`src/rtl/gain_apply.sv`:
```
// gain_apply
//   Applies a coherent per-channel gain trim set to the ADC sample stream.
//   A gain set is captured when gainToggle changes. It is switched into use
//   on the next frame-start sample, so every channel changes gain on the same
//   sample. Samples are scaled, rounded half up and saturated.
//
// Ports
//   clk            ADC sample clock
//   resetN         asynchronous active-low reset
//   gainToggle     changes once per new gain set
//   gains          gain set, channel n at [n*GAIN_WIDTH +: GAIN_WIDTH]
//   gainEnable     0 = bypass (unity gain)
//   satClearStrobe clears the sticky saturation flags
//   adcValid       input sample qualifier
//   adcFrame       first sample of a frame (qualified by adcValid)
//   adcData        signed samples, channel n at [n*SAMPLE_WIDTH +: SAMPLE_WIDTH]
//   outValid       output qualifier (3 cycles after adcValid)
//   outFrame       frame marker aligned with outData
//   outData        scaled samples; holds while outValid = 0
//   appliedToggle  toggle value of the gain set currently active
//   pendingFlag    a captured gain set is waiting for a frame boundary
//   satFlags       sticky per-channel saturation indicators
module gain_apply #(
  parameter int NADC         = 4,
  parameter int SAMPLE_WIDTH = 16,
  parameter int GAIN_WIDTH   = 25
) (
  input  logic                         clk,
  input  logic                         resetN,
  input  logic                         gainToggle,
  input  logic [NADC*GAIN_WIDTH-1:0]   gains,
  input  logic                         gainEnable,
  input  logic                         satClearStrobe,
  input  logic                         adcValid,
  input  logic                         adcFrame,
  input  logic [NADC*SAMPLE_WIDTH-1:0] adcData,
  output logic                         outValid,
  output logic                         outFrame,
  output logic [NADC*SAMPLE_WIDTH-1:0] outData,
  output logic                         appliedToggle,
  output logic                         pendingFlag,
  output logic [NADC-1:0]              satFlags
);

  localparam int SW = SAMPLE_WIDTH;
  localparam int GW = GAIN_WIDTH;
  localparam int PW = SAMPLE_WIDTH + GAIN_WIDTH + 1;

  localparam logic [GW-1:0]          UNITY     = {1'b1, {(GW-1){1'b0}}};
  localparam logic [NADC*GW-1:0]     UNITY_ALL = {NADC{UNITY}};
  localparam logic signed [PW-1:0]   RND_C     = PW'(2**(GW-2));
  localparam logic signed [PW-1:0]   SAT_MAX   = PW'((2**(SW-1)) - 1);
  // ~MAX == -MAX-1 in two's complement
  localparam logic signed [PW-1:0]   SAT_MIN   = ~SAT_MAX;
  localparam logic [SW-1:0]          OUT_MAX   = {1'b0, {(SW-1){1'b1}}};
  localparam logic [SW-1:0]          OUT_MIN   = {1'b1, {(SW-1){1'b0}}};

  // gain set handshake state
  logic                 r_gain_match;
  logic                 r_pending_tog;
  logic                 r_pending_flag;
  logic                 r_applied_tog;
  logic [NADC*GW-1:0]   r_pending;
  logic [NADC*GW-1:0]   r_active;

  logic                 w_capture;
  logic                 w_commit;
  logic [NADC*GW-1:0]   w_gain_sel;

  // pipeline
  logic                 r_s1_valid;
  logic                 r_s1_frame;
  logic [NADC*SW-1:0]   r_s1_data;
  logic [NADC*GW-1:0]   r_s1_gain;

  logic                 r_s2_valid;
  logic                 r_s2_frame;
  logic signed [PW-1:0] r_s2_prod [NADC];

  logic                 r_out_valid;
  logic                 r_out_frame;
  logic [NADC*SW-1:0]   r_out_data;
  logic [NADC-1:0]      r_sat_flags;

  logic signed [PW-1:0] w_op_a [NADC];
  logic signed [PW-1:0] w_op_b [NADC];
  logic signed [PW-1:0] w_prod [NADC];
  logic signed [PW-1:0] w_rnd  [NADC];
  logic signed [PW-1:0] w_shr  [NADC];
  logic [NADC*SW-1:0]   w_res;
  logic [NADC-1:0]      w_sat;

  assign w_capture = (gainToggle != r_gain_match);
  assign w_commit  = adcValid & adcFrame & r_pending_flag;

  // On a commit cycle the frame-start sample must already see the new set,
  // so it is taken straight from pending rather than waiting for active.
  always_comb begin
    w_gain_sel = r_active;
    if (!gainEnable) begin
      w_gain_sel = UNITY_ALL;
    end else if (w_commit) begin
      w_gain_sel = r_pending;
    end
  end

  // Capture and commit may coincide: commit takes the old pending contents
  // while the new set lands in pending and keeps the flag raised.
  always_ff @(posedge clk or negedge resetN) begin
    if (!resetN) begin
      r_gain_match   <= 1'b0;
      r_pending_tog  <= 1'b0;
      r_pending_flag <= 1'b0;
      r_applied_tog  <= 1'b0;
      r_pending      <= UNITY_ALL;
      r_active       <= UNITY_ALL;
    end else begin
      r_gain_match <= gainToggle;
      if (w_commit) begin
        r_active      <= r_pending;
        r_applied_tog <= r_pending_tog;
      end
      if (w_capture) begin
        r_pending      <= gains;
        r_pending_tog  <= gainToggle;
        r_pending_flag <= 1'b1;
      end else if (w_commit) begin
        r_pending_flag <= 1'b0;
      end
    end
  end

  // S1: sample, frame and selected gain
  always_ff @(posedge clk or negedge resetN) begin
    if (!resetN) begin
      r_s1_valid <= 1'b0;
      r_s1_frame <= 1'b0;
      r_s1_data  <= '0;
      r_s1_gain  <= UNITY_ALL;
    end else begin
      r_s1_valid <= adcValid;
      r_s1_frame <= adcValid & adcFrame;
      r_s1_data  <= adcData;
      r_s1_gain  <= w_gain_sel;
    end
  end

  // Operands are extended to the full product width before multiplying so
  // the gain is treated as unsigned and the sample as signed.
  always_comb begin
    for (int n = 0; n < NADC; n++) begin
      w_op_a[n] = PW'($signed(r_s1_data[n*SW +: SW]));
      w_op_b[n] = PW'($signed({1'b0, r_s1_gain[n*GW +: GW]}));
      w_prod[n] = w_op_a[n] * w_op_b[n];
    end
  end

  // S2: multiply
  always_ff @(posedge clk or negedge resetN) begin
    if (!resetN) begin
      r_s2_valid <= 1'b0;
      r_s2_frame <= 1'b0;
      for (int n = 0; n < NADC; n++) begin
        r_s2_prod[n] <= '0;
      end
    end else begin
      r_s2_valid <= r_s1_valid;
      r_s2_frame <= r_s1_frame;
      for (int n = 0; n < NADC; n++) begin
        r_s2_prod[n] <= w_prod[n];
      end
    end
  end

  // Round half up, then saturate to the sample range.
  always_comb begin
    w_res = '0;
    w_sat = '0;
    for (int n = 0; n < NADC; n++) begin
      w_rnd[n] = r_s2_prod[n] + RND_C;
      w_shr[n] = w_rnd[n] >>> (GW - 1);
      if (w_shr[n] > SAT_MAX) begin
        w_res[n*SW +: SW] = OUT_MAX;
        w_sat[n]          = 1'b1;
      end else if (w_shr[n] < SAT_MIN) begin
        w_res[n*SW +: SW] = OUT_MIN;
        w_sat[n]          = 1'b1;
      end else begin
        w_res[n*SW +: SW] = w_shr[n][SW-1:0];
      end
    end
  end

  // S3: output registers. A saturation event outranks a same-cycle clear.
  always_ff @(posedge clk or negedge resetN) begin
    if (!resetN) begin
      r_out_valid <= 1'b0;
      r_out_frame <= 1'b0;
      r_out_data  <= '0;
      r_sat_flags <= '0;
    end else begin
      r_out_valid <= r_s2_valid;
      r_out_frame <= r_s2_frame;
      if (r_s2_valid) begin
        r_out_data <= w_res;
      end
      r_sat_flags <= (satClearStrobe ? '0 : r_sat_flags) |
                     (r_s2_valid ? w_sat : '0);
    end
  end

  assign outValid      = r_out_valid;
  assign outFrame      = r_out_frame;
  assign outData       = r_out_data;
  assign appliedToggle = r_applied_tog;
  assign pendingFlag   = r_pending_flag;
  assign satFlags      = r_sat_flags;

endmodule

```
`config.mk`:
```
export PLATFORM = sky130hd
export DESIGN_NAME = gain_apply
export DESIGN_NICKNAME = d
export VERILOG_FILES = /design/src/rtl/gain_apply.sv
export SDC_FILE = /design/constraint.sdc
export NUM_CORES = 2
export LEC_CHECK = 0
export CORE_UTILIZATION = 50
export CTS_CLUSTER_DIAMETER = 30
export DETAILED_ROUTE_END_ITERATION = 10
export DONT_BUFFER_PORTS = 1
export GPL_TIMING_DRIVEN = 0
export PLACE_DENSITY = 0.72
export SLEW_MARGIN = 30
export SYNTH_ARGS = -nofsm -noshare
export SYNTH_HDL_FRONTEND = slang
export SYNTH_SLANG_ARGS = --single-unit
```
`constraint.sdc`:
```
create_clock -name clk -period 6.5 [get_ports clk]
set_input_delay 0.975 -clock clk [delete_from_list [all_inputs] [get_ports clk]]
set_output_delay 0.975 -clock clk [all_outputs]
set_load 0.01 [all_outputs]
```
# Yosys cells after proc, flatten, opt, wreduce, memory -nomap -nowiden
# Index checks and enable logic that the tools add are counted.
# word_totals
register_bits	610
in_bits	171
out_inout_bits	72
# op_classes
n_addsub	4
multipliers	4
n_lt_le_gt_ge	8
n_eq_ne	1
n_mux	22
n_bitwise	3
reduce_logical	1
# op_table
operator	count
$mux 100	2
$add 42x25->42 const B	4
$mul 16x26->42	4
$mux 16	8
$gt 18x16->1 const B	4
$lt 18x16->1 const B	4
$mux 1	10
$mux 4	2
$or 4x4->4	1
$and 1x1->1	2
$reduce_bool 2->1	1
$ne 1x1->1	1

# Longest topological paths before layout
# logic_depth
depth_word	6
depth_mapped	25
depth_no_buf	24

# Least setup slack after synthesis
# No wires, ideal clock.
# synth_path
path_type	reg-to-reg
start	register r_s1_data[55]
end	register r_s2_prod[31] (netlist name)
setup_ps	128
arrival_ps	6062
required_time_ps	6372
slack_ps	311
path_stages_with_launch	23
synth_period_minus_slack_ps	6189
path_cell_list	dfrtp_1 -> clkbuf_1 -> clkbuf_1 -> nand2_1 -> fa_1 -> inv_1 -> fa_1 -> fa_1 -> fa_1 -> fa_1 -> inv_1 -> fa_1 -> inv_1 -> ha_1 -> a211o_1 -> a221o_1 -> a211oi_1 -> o2111ai_1 -> a31oi_1 -> o21ai_0 -> a21oi_1 -> o21bai_1 -> xor2_1
# synth_rtl
item	line	source
from (decl)	73	logic [NADC*SW-1:0] r_s1_data;
from (signal assigned)	143	r_s1_data <= adcData;
to (signal, indexed assignment)	170	r_s2_prod[n] <= w_prod[n];
to (decl)	78	logic signed [PW-1:0] r_s2_prod [NADC];

==> results.txt <==
Tcrit/Tclk final: 103%
Via count: 49.6k
Max Buffers Root-to-Sink: 3
CP max stage delay: 0.61 ns
Clk_lat worst skew: 0.73 ns
Most frequently used flop master after synthesis: dfrtp_1
Syn Inst Count: 6,981
Max FO, Critical Path: 6
Arrival @ worst endpoint: 7.26 ns
Crit-path leading delay family: adder cells
Hold Vio Cnt, Final: 0
Synthesized area: 68,600 um2
DRC errors left: 0
Failing checks: setup timing
Unrepaired setup endpoints after global routing: yes
Hpwl dp: 153,000 um
Area Overhead vs Synth: 16.6%
Die span in y: 372 um
Relative slew margins: 18.0%
Critical path cell sequence: buf_8 > buf_4 > nand2_1 > fa_1 > fa_2 > fa_2 > inv_1 > fa_2 > fa_1 > inv_1 > fa_1 > inv_1 > ha_4 > nand3_4 > nor4_4 > o311ai_2 > nand3_4 > o31a_1 > o31a_1 > o211ai_1 > a21boi_2 > buf_4 > nor2_2 > xnor2_1
Wire length per cell: 21.6 um
Async S/R FF share, synth: 100%
Startpoint Class: flip-flop
PortBufs: 0
Critical path endpoint category: flip-flop
Synth Register Bits: 518
Number of global-route vias before repair: 53.5k
Syn_nets: 8,980
Min-Delay Path Class: in -> async
Initial core utilization: 50.5%
Max_cap viols: 0
GP Congestion: 0.965
CTS root buffer: clkbuf_16
Hold Slack: 0.105 ns
Total grt overflow: 0
Ys Warns: 0
Final wirelength: 200,000 um
Core ar.: 136,000 um2
Detailed Route Iter0 Violations: 3,652
Global-route wire length before repair: 306,000 um
Pre-CTS WS: -1.68 ns
Clk sink count: 518
Worst clock skew: 0.0359 ns
Cts bufs inserted: 111
Kind of critical path: reg -> reg
Vias per inst: 5.36
Final Core Density: 58.9%
Post-Syn Area per Cell: 9.82 um2
Placed Cells: 8,765
Drt first pass iters: 6
Measured slew at the worst slew-check pin: 1.23 ns
Htree depth: 3
Status: finished with violations
Share of cells above drive strength 1: 17.0%
Post-DRT Antenna Nets: 0
Post-synth EDFFs: 0
Synth cell types: 61
Crit path buf inv count: 6
Pin count of the biggest net entering global routing: 284
Final Setup Violations: 5
FMAX: 150 MHz
Final Max Tran Viols: 0
Cell row count: 135
CP max stage cell: fa_2
Die Span X: 372 um
# IOs: 243
CTS tree: yes
Final non-filler cell total: 9,254
Die ar.: 139,000 um2
Worst endpoint required time: 7.09 ns
Worst Setup Slack, final: -0.172 ns
Worst-path clk slew: 0.05 ns
Nets@finish: 9,367
Seq/Total Area, Yosys: 18.9%
Initial antenna violation count: 16
Gr usage total: 29.4%
Fin crit period: 6.67 ns
-- layout by cell type, fill, tap and decap left out, drive strengths merged, types with 8 or more instances in the layout --
cell type	count
nand3	46
nor2	155
nand2	872
fa	1276
and2	786
clkinv	47
ha	552
nor3	18
o211ai	49
a31oi	14
o21ai	52
o21bai	8
nand4	23
buf	373
bufinv	11
clkbuf	320
inv	1617
xor2	66
nor2b	19
a21oi	109
diode	8
nand2b	45
dfrtp	506
a211oi	15
a21o	45
and3	21
dfstp	12
xnor2	75
o21a	50
mux2	204
-- sequential cells by signal (all words and copies together) (netlist names), 4 cells and up --
register   count
outData       64
r_active     100
r_pending    100
r_s1_data     64
r_s1_gain    100
r_s2_prod     76
satFlags       4
-- synth_stat cells, drive strengths merged (3+ instances only) --
master / count / area, um2
o31a: 4 / 36.3
dfrtp: 506 / 12700
nor3: 18 / 95.1
nor2b: 19 / 119
a21oi: 109 / 549
or3: 7 / 43.8
nand2: 872 / 3270
xnor2: 75 / 657
o21a: 50 / 375
a31oi: 14 / 87.6
o22a: 3 / 26.3
ha: 552 / 6910
nand3: 46 / 230
o31ai: 5 / 37.5
inv: 1599 / 6000
a211o: 6 / 52.6
a221oi: 4 / 35.0
or2: 6 / 37.5
a22o: 7 / 61.3
dfstp: 12 / 315
fa: 1276 / 25500
nand2b: 45 / 282
and3: 21 / 131
o21ai: 52 / 264
mux2: 204 / 2300
nor2: 155 / 582
o21bai: 8 / 60.1
and4: 5 / 43.8
o211ai: 49 / 368
and2: 786 / 4920
buf: 3 / 13.8
o22ai: 4 / 25.0
a21o: 45 / 338
clkinv: 4 / 15.0
a211oi: 15 / 113
clkbuf: 285 / 1070
nand4: 23 / 144
xor2: 66 / 578
-- layout make-up --
cell class                      count  area [um2]
Fill cell                       11200       55800
Multi-Input combinational cell   4572       49400
Sequential cell                   518       13200
Inverter                         1603        6040
Clock buffer                      131        2980
Buffer                            267        2690
Timing Repair Buffer              295        2530
Tap cell                         1781        2230
Clock inverter                     79         941
Antenna cell                        8        20.0
-- through the flow --
stage               cell area (um2)  TNS [ns]
floorplan                     68600         0
global placement              70800    -62.10
detailed placement            70900    -63.80
CTS                           78000   -0.0958
global route                  80000     -2.33
finish                        80000    -0.411
-- repair_timing --
item | 4_1_cts | 5_1_grt
cloned | 0 | 3
buffers inserted | 134 | 155
endpoints found under the setup margin | 75 | 41
resized for setup | 734 | 303
hold buffers | 1 | 0
hold endpoints to repair | 236 | 0
pin swaps | 87 | 143
-- cells by family after synthesis --
kind of cell,after synthesis,synth area share [%]
mux,205,3.36
fa+ha+maj,1828,47.3
flops,518,18.9
compound gates,389,3.74
buf+inv,1891,10.4
xor+xnor,141,1.80
simple gates,2009,14.5
-- path summary, 6_finish.rpt --
| path | start | to | slack (ns) | depth (start not counted) |
|---|---|---|---|---|
| max | r_s1_data[19] | r_s2_prod[123] | -0.17 | 24 |
| min | resetN | outData[58] | 0.11 | 0 |
| max reg2reg | r_s1_data[19] | r_s2_prod[123] | -0.17 | 24 |
| min reg2reg | r_s1_frame | r_s2_frame | 0.36 | 0 |
| max in group asynchronous | resetN | r_s1_data[15] | 5.39 | 0 |
| min in group clk | adcData[62] | r_s1_data[62] | 0.26 | 0 |
-- layer usage --
metal  track usage, %  part of all wire, %  vias to the layer above  wire, um
met5                0                0.046                        -        92
met4             13.7                  5.4                       14     10800
met3             7.23                   10                      561     20000
met2             46.6                   46                     2124     92100
met1             38.1                   38                    25400     76600
li1                 -                    -                    21500         -
-- worst reg2reg max path: cells and delay by family, from the launching register on --
| kind | cells | cell delay (ns) |
|---|---|---|
| flip-flops | 1 | 0.49 |
| buffers and inverters | 6 | 0.68 |
| AO/OA/AOI/OAI | 5 | 1.12 |
| adder cells (fa/ha/maj) | 7 | 3.28 |
| XOR/XNOR | 1 | 0.12 |
| AND/OR/NAND/NOR | 5 | 0.90 |
Power is left out: the tool's default activity adds up to more than one toggle a clock period on the data nets, which glitch-free logic cannot reach.
